**config.mk**
```make
export PLATFORM = sky130hd
export DESIGN_NAME = ghash_block_packer
export DESIGN_NICKNAME = d
export VERILOG_FILES = /design/src/rtl/ghash_pkg.sv /design/src/rtl/ghash_block_packer.sv
export SDC_FILE = /design/constraint.sdc
export NUM_CORES = 1
export LEC_CHECK = 0
export ABC_CLOCK_PERIOD_IN_PS = 2400
export CAP_MARGIN = 20
export CORE_AREA = 4 4 200 241
export DETAILED_ROUTE_END_ITERATION = 8
export DIE_AREA = 0 0 204 245
export GPL_TIMING_DRIVEN = 0
export PLACE_DENSITY = 0.76
export RECOVER_POWER = 50
export SLEW_MARGIN = 20
export SYNTH_ARGS = -nofsm -noshare
export SYNTH_HDL_FRONTEND = slang
export SYNTH_SLANG_ARGS = --single-unit
```
**constraint.sdc**
```tcl
create_clock -name i_clock -period 2.4 [get_ports i_clock]
set_input_delay 0.24 -clock i_clock [delete_from_list [all_inputs] [get_ports i_clock]]
set_output_delay 0.24 -clock i_clock [all_outputs]
set_load 0.1 [all_outputs]
```
**src/rtl/ghash_pkg.sv**
```systemverilog
// Shared constants, FSM encoding and length-block helper for the GHASH feed path.
// Used by both the encrypt-side packer and the decrypt path.
package ghash_pkg;

    localparam int NB_BLOCK = 128;
    localparam int N_BLOCKS = 2;
    localparam int NB_DATA  = N_BLOCKS * NB_BLOCK;
    localparam int NB_LEN   = 64;

    typedef enum logic [1:0] {
        IDLE    = 2'd0,
        COLLECT = 2'd1,
        LENGTH  = 2'd2
    } state_t;

    localparam logic [N_BLOCKS-1:0] SKIP_NONE  = 2'b00;
    localparam logic [N_BLOCKS-1:0] SKIP_LANE1 = 2'b10;

    // GCM final block: len(A) in the upper half, len(C) in the lower half.
    function automatic logic [NB_BLOCK-1:0] ghash_len_block(
        input logic [NB_LEN-1:0] len_aad,
        input logic [NB_LEN-1:0] len_text
    );
        return {len_aad, len_text};
    endfunction

endpackage

```
**src/rtl/ghash_block_packer.sv**
```systemverilog
// Pairs serial 128-bit GCM blocks into 256-bit GHASH words and appends len(A)||len(C).
// One cycle from completing transfer to word; no downstream backpressure, ready only in COLLECT.
module ghash_block_packer
    import ghash_pkg::*;
(
    input  logic                i_clock,
    input  logic                i_reset,
    input  logic                i_start,
    input  logic [NB_LEN-1:0]   i_len_aad,
    input  logic [NB_LEN-1:0]   i_len_text,
    input  logic [NB_BLOCK-1:0] i_block,
    input  logic                i_block_valid,
    input  logic                i_block_last,
    output logic                o_block_ready,
    output logic [NB_DATA-1:0]  o_data_x,
    output logic [N_BLOCKS-1:0] o_skip_bus,
    output logic                o_valid,
    output logic                o_sop,
    output logic                o_eop,
    output logic                o_busy
);

    state_t                state;
    logic [NB_LEN-1:0]     len_aad;
    logic [NB_LEN-1:0]     len_text;
    logic [NB_BLOCK-1:0]   held;
    logic                  half;
    logic                  first_word;
    logic                  xfer;

    // o_block_ready is registered as "next state is COLLECT", so it tracks the state exactly.
    assign xfer = i_block_valid & o_block_ready;

    always_ff @(posedge i_clock) begin
        if (i_reset) begin
            state         <= IDLE;
            len_aad       <= '0;
            len_text      <= '0;
            held          <= '0;
            half          <= 1'b0;
            first_word    <= 1'b0;
            o_block_ready <= 1'b0;
            o_data_x      <= '0;
            o_skip_bus    <= '0;
            o_valid       <= 1'b0;
            o_sop         <= 1'b0;
            o_eop         <= 1'b0;
            o_busy        <= 1'b0;
        end else begin
            o_valid <= 1'b0;
            o_sop   <= 1'b0;
            o_eop   <= 1'b0;
            case (state)
                IDLE: begin
                    o_busy <= i_start;
                    if (i_start) begin
                        len_aad    <= i_len_aad;
                        len_text   <= i_len_text;
                        first_word <= 1'b1;
                        half       <= 1'b0;
                        held       <= '0;
                        if (i_len_aad == '0 && i_len_text == '0) begin
                            state         <= LENGTH;
                            o_block_ready <= 1'b0;
                        end else begin
                            state         <= COLLECT;
                            o_block_ready <= 1'b1;
                        end
                    end
                end
                COLLECT: begin
                    if (xfer) begin
                        if (!half) begin
                            held <= i_block;
                            half <= 1'b1;
                        end else begin
                            o_data_x   <= {i_block, held};
                            o_skip_bus <= SKIP_NONE;
                            o_valid    <= 1'b1;
                            o_sop      <= first_word;
                            first_word <= 1'b0;
                            half       <= 1'b0;
                            held       <= '0;
                        end
                        if (i_block_last) begin
                            state         <= LENGTH;
                            o_block_ready <= 1'b0;
                        end
                    end
                end
                LENGTH: begin
                    // An odd block count shares its word with the length block.
                    if (half) begin
                        o_data_x   <= {ghash_len_block(len_aad, len_text), held};
                        o_skip_bus <= SKIP_NONE;
                    end else begin
                        o_data_x   <= {{NB_BLOCK{1'b0}}, ghash_len_block(len_aad, len_text)};
                        o_skip_bus <= SKIP_LANE1;
                    end
                    o_valid       <= 1'b1;
                    o_sop         <= first_word;
                    o_eop         <= 1'b1;
                    first_word    <= 1'b0;
                    half          <= 1'b0;
                    held          <= '0;
                    o_block_ready <= 1'b0;
                    state         <= IDLE;
                end
                default: begin
                    state         <= IDLE;
                    o_block_ready <= 1'b0;
                end
            endcase
        end
    end

endmodule

```
; ---- Word level (Yosys, flattened, before mapping)
; Index checks and enable logic that the tools add are counted.
[classes]
addsub = 0
n_mul = 0
div_mod_pow = 0
n_lt_le_gt_ge = 0
n_eq_ne = 6
n_shift = 0
muxes = 37
n_bitwise = 1
reduce_logical = 11
[op_table]
columns = operator, count
row1 = 256-bit two-way mux, 3
row2 = 256-bit one-hot mux with 2 select lines, 1
row3 = 128-bit two-way mux, 3
row4 = 128-bit one-hot mux with 3 select lines, 1
row5 = 64-bit logical NOT, 2
row6 = 1-bit two-way mux, 15
row7 = 2-bit two-way mux, 7
row8 = 3-bit AND reduction, 3
row9 = 2-bit inequality test (second input constant), 4
row10 = 2-bit one-hot mux with 2 select lines, 2
row11 = 1-bit one-hot mux with 2 select lines, 3
row12 = 1-bit one-hot mux with 3 select lines, 2
row13 = 4-bit AND reduction, 1
row14 = 3-bit nonzero test, 1
row15 = 2-bit by 1-bit == test with 1-bit output (second input constant), 1
row16 = 2-bit == test (second input constant), 1
row17 = 2-bit logical NOT, 1
row18 = 2-bit AND reduction, 1
row19 = 2-bit nonzero test, 1
row20 = 1-bit AND, 1
row21 = 1-bit logical AND, 1
[word_totals]
register_bits = 523
latchBits = 0
ram_bits = 0
mem_bits_ro = 0
in_bits = 261
output_inout_bits = 263
elab_cells = 68
mem_count = 0

; ---- Depth between registers and ports, before layout
[depth]
ltp_word = 5
mapped_depth = 9
ltp_nobuf = 7

; ---- Worst setup path before layout
; Ideal clock, no wire load.
[synth_path]
kind = flip-flop to flip-flop
startpoint = register o_block_ready
endpoint = register held[108]
setup_time_ps = 66
arrival_time_ps = 2218
required_time_ps = 2334
slack_ps = 117
stages_incl_launch_ff = 8
n_path_buf = 2
synth_period_minus_slack_ps = 2283
path_cell_list = dfxtp_1 > nand2_1 > a211o_1 > nor3b_4 > buf_8 > buf_8 > a22oi_2 > nor2_2
[synth_via]
elab_chain_len = 3
[synth_rtl]
columns = item, line
row1 = "start, declared", ghash_block_packer.sv:14  ; output logic o_block_ready,
row2 = "start signal, assigned", ghash_block_packer.sv:42  ; o_block_ready <= 1'b0;
row3 = "start signal, assigned", ghash_block_packer.sv:64  ; o_block_ready <= 1'b0;
row4 = "start signal, assigned", ghash_block_packer.sv:67  ; o_block_ready <= 1'b1;
row5 = 1-bit AND, ghash_block_packer.sv:32  ; assign xfer = i_block_valid & o_block_ready;
row6 = 2-bit inequality test (no line), n/a
row7 = 3-bit AND reduction (no line), n/a
row8 = "end signal, assigned", ghash_block_packer.sv:74  ; held <= i_block;
row9 = "end, declared", ghash_block_packer.sv:26  ; logic [NB_BLOCK-1:0] held;
; No other way between the ends.
; A chain may end at the register's enable or synchronous reset.

; ---- Worst setup path after layout
[layout_path]
startpoint = input port i_len_aad[21]
endpoint = register state[0]
[layout_via]
elab_chain_len = 5
[layout_rtl]
columns = item, line
row1 = "start, declared", ghash_block_packer.sv:9  ; input logic [NB_LEN-1:0] i_len_aad,
row2 = 64-bit logical NOT, ghash_block_packer.sv:62  ; if (i_len_aad == '0 && i_len_text == '0) begin
row3 = 1-bit logical AND, ghash_block_packer.sv:62
row4 = 2-bit two-way mux, ghash_block_packer.sv:62
row5 = 2-bit two-way mux, ghash_block_packer.sv:56  ; if (i_start) begin
row6 = 2-bit one-hot mux with 2 select lines, ghash_block_packer.sv:53  ; case (state)
row7 = "end signal, assigned", ghash_block_packer.sv:63  ; state <= LENGTH;
row8 = "end signal, assigned", ghash_block_packer.sv:66  ; state <= COLLECT;
row9 = "end signal, assigned", ghash_block_packer.sv:86  ; state <= LENGTH;
row10 = "end, declared", ghash_block_packer.sv:23  ; state_t state;
; No other way between the ends. The select of a mux whose other input is x is not followed.

==> flow_summary.toml <==
[synthesis]
syn_avg_cell_area_um2 = 8.99
syn_area_um2 = 21300
ys_warn_count = 0
ys_ff_latch = 522
netlist_instances = 2373
yosysSeqAreaShare_pct = 49.0
syn-num-nets = 2638
yosys.cell_types.count = 37

[routing]
wl_mm = 83.4
ant_nets = 0
avgRoutedWirePerCell_um = 23.1
vias = 20700
routed_via_density = 5.74
drt_iter0_markers = 1364
firstDrtPassIters = 8
drc = 0

[timing]
setup_viol = 0
maxSlewHeadroom_pct = 6.37
period_needed_ns = 2.39
slew_viol_final = 0
hold_ws_ns = 0.190
period_share_pct = 99.7
max_freq_mhz = 418
rsz0062_at_grt = "true"
worst_pin_slew_ns = 1.41
finClkSkew_ns = 0.0191
tns_ns = 0
hold_viol = 0

[die]
die_x_um = 204
die_area_um2 = 50000
coreArea_um2 = 45700
ioPinCount = 524
start_util_pct = 46.7
die_h_um = 245
rows = 86

[critical_path]
critPathMaxFanout = 2
cp-end-kind = "register"
start_kind = "input pin"
cp.required_ns = 2.83
critical_path_class = "input pin to register"
arrival_ns = 2.82

[placement]
dp_hpwl_mm = 64.5
place.port_buffers = 521
gp_congestion = 1.02

[global_route]
grt_pass1_vias = 20900
grt_start_max_net_pins = 15
antenna_found_initial = 6
gr-total-overflow = 0
grtUsageTotal_pct = 31.7
grt_pass1_wl_mm = 123

[final_layout]
final_cell_mix = "522 x dfxtp_1, 495 x clkdlybuf4s50_1, 388 x nand2_1"
utilization_pct = 63.6
final_layout_size_suffix_gt1_share_pct = 12.8
nets = 3214
syn_to_final_growth_pct = 36.3
final_common_cell = "dfxtp_1"

[pwr]
powerDensity_nw_per_um2 = 1430
peakVddDrop_mv = 0.885
leakage_nw = 9.80

[clock_tree]
clk_pin_slew_worst_paths_ns = 0.07
cts_buffers = 51
insertion_delay_ns = 0.58
clock_sinks = 522
tritoncts = "yes"
clockBufferDepth = 3
cts-root-buf = "clkbuf_16"
htree_levels = 2
cts_hold_buf = 0

[hold_path]
min_path_type = "input pin to register"

[flow_run]
drv_cap = 0

[outcome]
outcome = "finished clean"
[per-layer routing]
layer / GRT usage (%) / vias up / wire, µm
met4: 15.6 / 6 / 4480
met3: 7.44 / 243 / 7600
li1: - / 9568 / -
met5: 0 / - / 46
met1: 37.6 / 9856 / 31500
met2: 53.9 / 1040 / 39700
[what timing repair did]
| item | in CTS | in global routing |
|---|---|---|
| gates cloned | 0 | 1 |
| endpoints found under the setup margin | 434 | 280 |
| setup buffers | 0 | 2 |
| resized for setup | 33 | 52 |
| pin swaps | 0 | 1 |
[registers in the layout, summed over array words and instances (netlist names)]
name and cells:
o_data_x 256, held 128, len_aad 64, len_text 64
state 2, first_word 1, half 1, o_block_ready 1
o_busy 1, o_eop 1, o_skip_bus 1, o_sop 1
o_valid 1
[cell usage after synthesis]
library cell	count	area [µm²]
nor2_1	299	1120
mux2i_1	128	1280
nor3b_4	1	18.8
and2_1	2	12.5
nand2b_1	1	6.26
or4_1	2	15.0
nor4_1	32	200
buf_4	3	22.5
o21ai_0	2	10.0
buf_8	2	30.0
o21ai_2	1	8.76
a21oi_1	134	671
a311oi_1	128	1120
inv_1	4	15.0
buf_1	4	15.0
a211oi_1	129	968
nand4_1	9	56.3
nor2b_1	2	12.5
a22oi_1	28	210
buf_12	9	180
nor2_2	91	569
o211ai_1	1	7.51
dfxtp_1	522	10500
buf_6	1	11.3
buf_2	61	305
nand2_1	388	1460
inv_2	1	3.75
ha_1	4	50.1
a211o_1	1	8.76
conb_1	1	3.75
nand3_1	129	646
o2111ai_1	1	8.76
or3_1	1	6.26
o31ai_1	1	7.51
nor4b_2	1	15.0
clkbuf_1	149	559
a22oi_2	100	1250
[cell families (layout without fill, tap and decap cells)]
logic type      count (synthesis)  in the layout  synth area share (%)
fa+ha+maj                       4              4                 0.235
buf+inv                       234            850                  5.35
compound gates                526            526                  20.0
simple gates                  958            958                  19.4
other cells                     1              5                0.0176
flops                         522            522                  49.0
mux                           128            128                  6.00
[power breakdown]
group	switching, mW	total [mW]	internal (mW)
clock	3.46	8.45	4.99
combinational	16.0	21.3	5.30
sequential	1.40	12.0	10.6
total	20.8	41.7	20.9
[critical path: stages]
cell and delay, ns:
clkdlybuf4s50_1 0.49, nor4_1 0.76, nand4_1 0.33, or4_1 0.59, o2111ai_1 0.29, o31ai_1 0.13
[final cells by class]
class,instances,area [µm²]
antenna,4,10.0
buffer,228,1190
clock buffer,72,1500
clock inverter,21,275
fill,3856,16600
inverter,5,18.8
multi-input combinational,1617,9760
sequential,522,10500
tap,616,771
timing repair buffer,524,5120
[worst paths after layout]
kind | start | to | slack [ns] | cells after the start
setup / recovery | i_len_aad[21] | state[0] | 0.007 | 6
hold / removal | i_reset | o_block_ready | 0.19 | 4
setup reg to reg | state[0] | o_data_x[92] | 0.06 | 8
hold reg to reg | len_aad[27] | len_aad[27] | 0.48 | 2
[metrics by stage]
| stage | std cells | power, mW | worst slack [ns] | area, µm² |
|---|---|---|---|---|
| after CTS | 3603 | 41.7 | 0.00113 | 29100 |
| after floorplan | 2373 | 27.4 | 0.117 | 21300 |
| after detailed placement | 3510 | 33.3 | -0.664 | 27300 |
| final | 3609 | 41.7 | 0.00674 | 29100 |
| after global placement | 3510 | 33.0 | -0.636 | 27300 |
| after global routing | 3606 | 43.3 | -0.00135 | 29100 |
No activity file was read; power rests on OpenSTA's default activity.
==> edit, RTL diff (config.mk and constraints unchanged) <==
Reset style: asynchronous (`i_reset`), changed in one clocked block.
--- a/src/rtl/ghash_block_packer.sv
+++ b/src/rtl/ghash_block_packer.sv
@@ -31,7 +31,7 @@
     // o_block_ready is registered as "next state is COLLECT", so it tracks the state exactly.
     assign xfer = i_block_valid & o_block_ready;
 
-    always_ff @(posedge i_clock) begin
+    always_ff @(posedge i_clock or posedge i_reset) begin
         if (i_reset) begin
             state         <= IDLE;
             len_aad       <= '0;
Function: not settled (the Yosys comparison gave no result); the edit may change what the design does.
==> edit against the original RTL <==
- the flow now finishes with violations (negative setup slack)
- hold slack improved by 0.014 ns
- sequential cell count unchanged
- setup slack lost 0.033 ns
- synthesized area up 5.3%
- final area is 3.2% higher
- critical path type unchanged
- routed wire length down 3.2%
- sequential share of layout area up 7.6 points
- synthesized cell count down 8.4%
- die area unchanged
Power is not shown: default switching activity piles up to over one toggle a cycle in this logic, so the estimate is an artifact.
==> edit: results (changes against the original RTL) <==
[placement]
dp_slack_ns = -0.793  ; was -0.664 ns
gp_congestion = 0.948  ; was 1.02
hpwl_mm = 60.2  ; was 64.5 mm
io_buffers = 522  ; was 521
place_area_sq_um = 28800  ; was 27,300 sq um

[clock_tree]
cts_setup_buffers = 3  ; was 0
ctsResizeCount = 103  ; was 33
worst_skew_pair.late_latency_ns = 0.61  ; was 0.58 ns

[critical_path]
rr_worst_depth = 9  ; was 8
rr_startpoint = state[0]  ; unchanged
r2r-end = o_data_x[45]  ; was o_data_x[92]
cp_max_fo = 3  ; was 2
crit_arrival_ns = 2.92  ; was 2.82 ns
crit_start = i_len_text[28]  ; was i_len_aad[21]
max_stage_delay_ns = 0.81  ; was 0.76 ns

[grt]
grt_max_degree = 37  ; was 15
grt_pass1_wl_mm = 121  ; was 123 mm
grt_pass1_vias = 19700  ; was 20,900
antenna_found_initial = 20  ; was 6

[run_status]
status = finished with violations  ; was completed
violations = negative setup slack

[timing]
worst_pin_slew_ns = 1.31  ; was 1.41 ns
tns_ns = -0.0477  ; was 0 ns
worst_slack_ns = -0.0258  ; was 0.00674 ns
setup_viol = 2  ; was 0

[yosys]
synth_area_leaders = dfrtp_1, nand2_1, mux2_2, mux2i_1, o21ai_0  ; was dfxtp_1, nand2_1, mux2i_1, a22oi_2, nor2_1
muxShareOfSynthArea_pct = 12.2  ; was 6.00%
ys_seq_area_share_pct = 58.2  ; was 49.0%
synth-compound-area-share_pct = 9.26  ; was 20.0%
synth_adder_area_share_pct = 0.223  ; was 0.235%
synth_top_flop_cell = dfrtp_1  ; was dfxtp_1
synth_top_area_share_pct = 58.2  ; was 49.0%

[finish]
seq_cell_count = 522  ; unchanged
seq_share_pct = 43.5  ; was 35.9%
nMultiInputCombCells = 1483  ; was 1,617
clk_share_pct = 5.62  ; was 6.09%
drive_gt1_share_pct = 12.6  ; was 12.8%
antennaDiodeCount = 13  ; was 4
nNetsFinal = 3031  ; was 3,214
nFillCells = 3705  ; was 3,856
clock_buffers = 77  ; was 72
signal_buffer_area_fraction_pct = 19.5  ; was 21.7%

[worst_hold_path]
whs_path_depth = 3  ; was 4
hold_start = i_block[77]  ; was i_reset
whs_endpoint = held[77]  ; was o_block_ready

[route]
wl_mm = 80.8  ; was 83.4 mm
vias = 19400  ; was 20,700

-- edit: cell count changes after synthesis, sizes merged, moves of 83 or more --
cell / before / now
o21ai: 3 / 259
nand2: 388 / 517
a311oi: 128 / 0
dfrtp: 0 / 522
a211oi: 129 / 1
clkbuf: 149 / 66
mux2: 0 / 129
nor2: 390 / 3
a22oi: 128 / 0
dfxtp: 522 / 0
nor2b: 2 / 130
-- edit: routing by layer --
metal  GRT usage [%]  wire length, um  vias up
met4            11.8             3620       12
met3            8.02             7120      202
met1            38.8            30000     9639
li1                -                -     8611
met2            54.1            39900      905
met5               0               76        -
-- edit: worst max-delay path: cells and delay by family --
family	cells	cell delay, ns
buffers and inverters	1	0.43
and+or+nand+nor	4	1.96
AOI/OAI and AO/OA	1	0.29
-- edit: through the flow --
stage	hold WS, ns	instances
final	0.204	3435
after global routing	0.193	3429
after CTS	0.0522	3422
after detailed placement	0.455	3328
after global placement	0.448	3311
after floorplan	0.348	2173
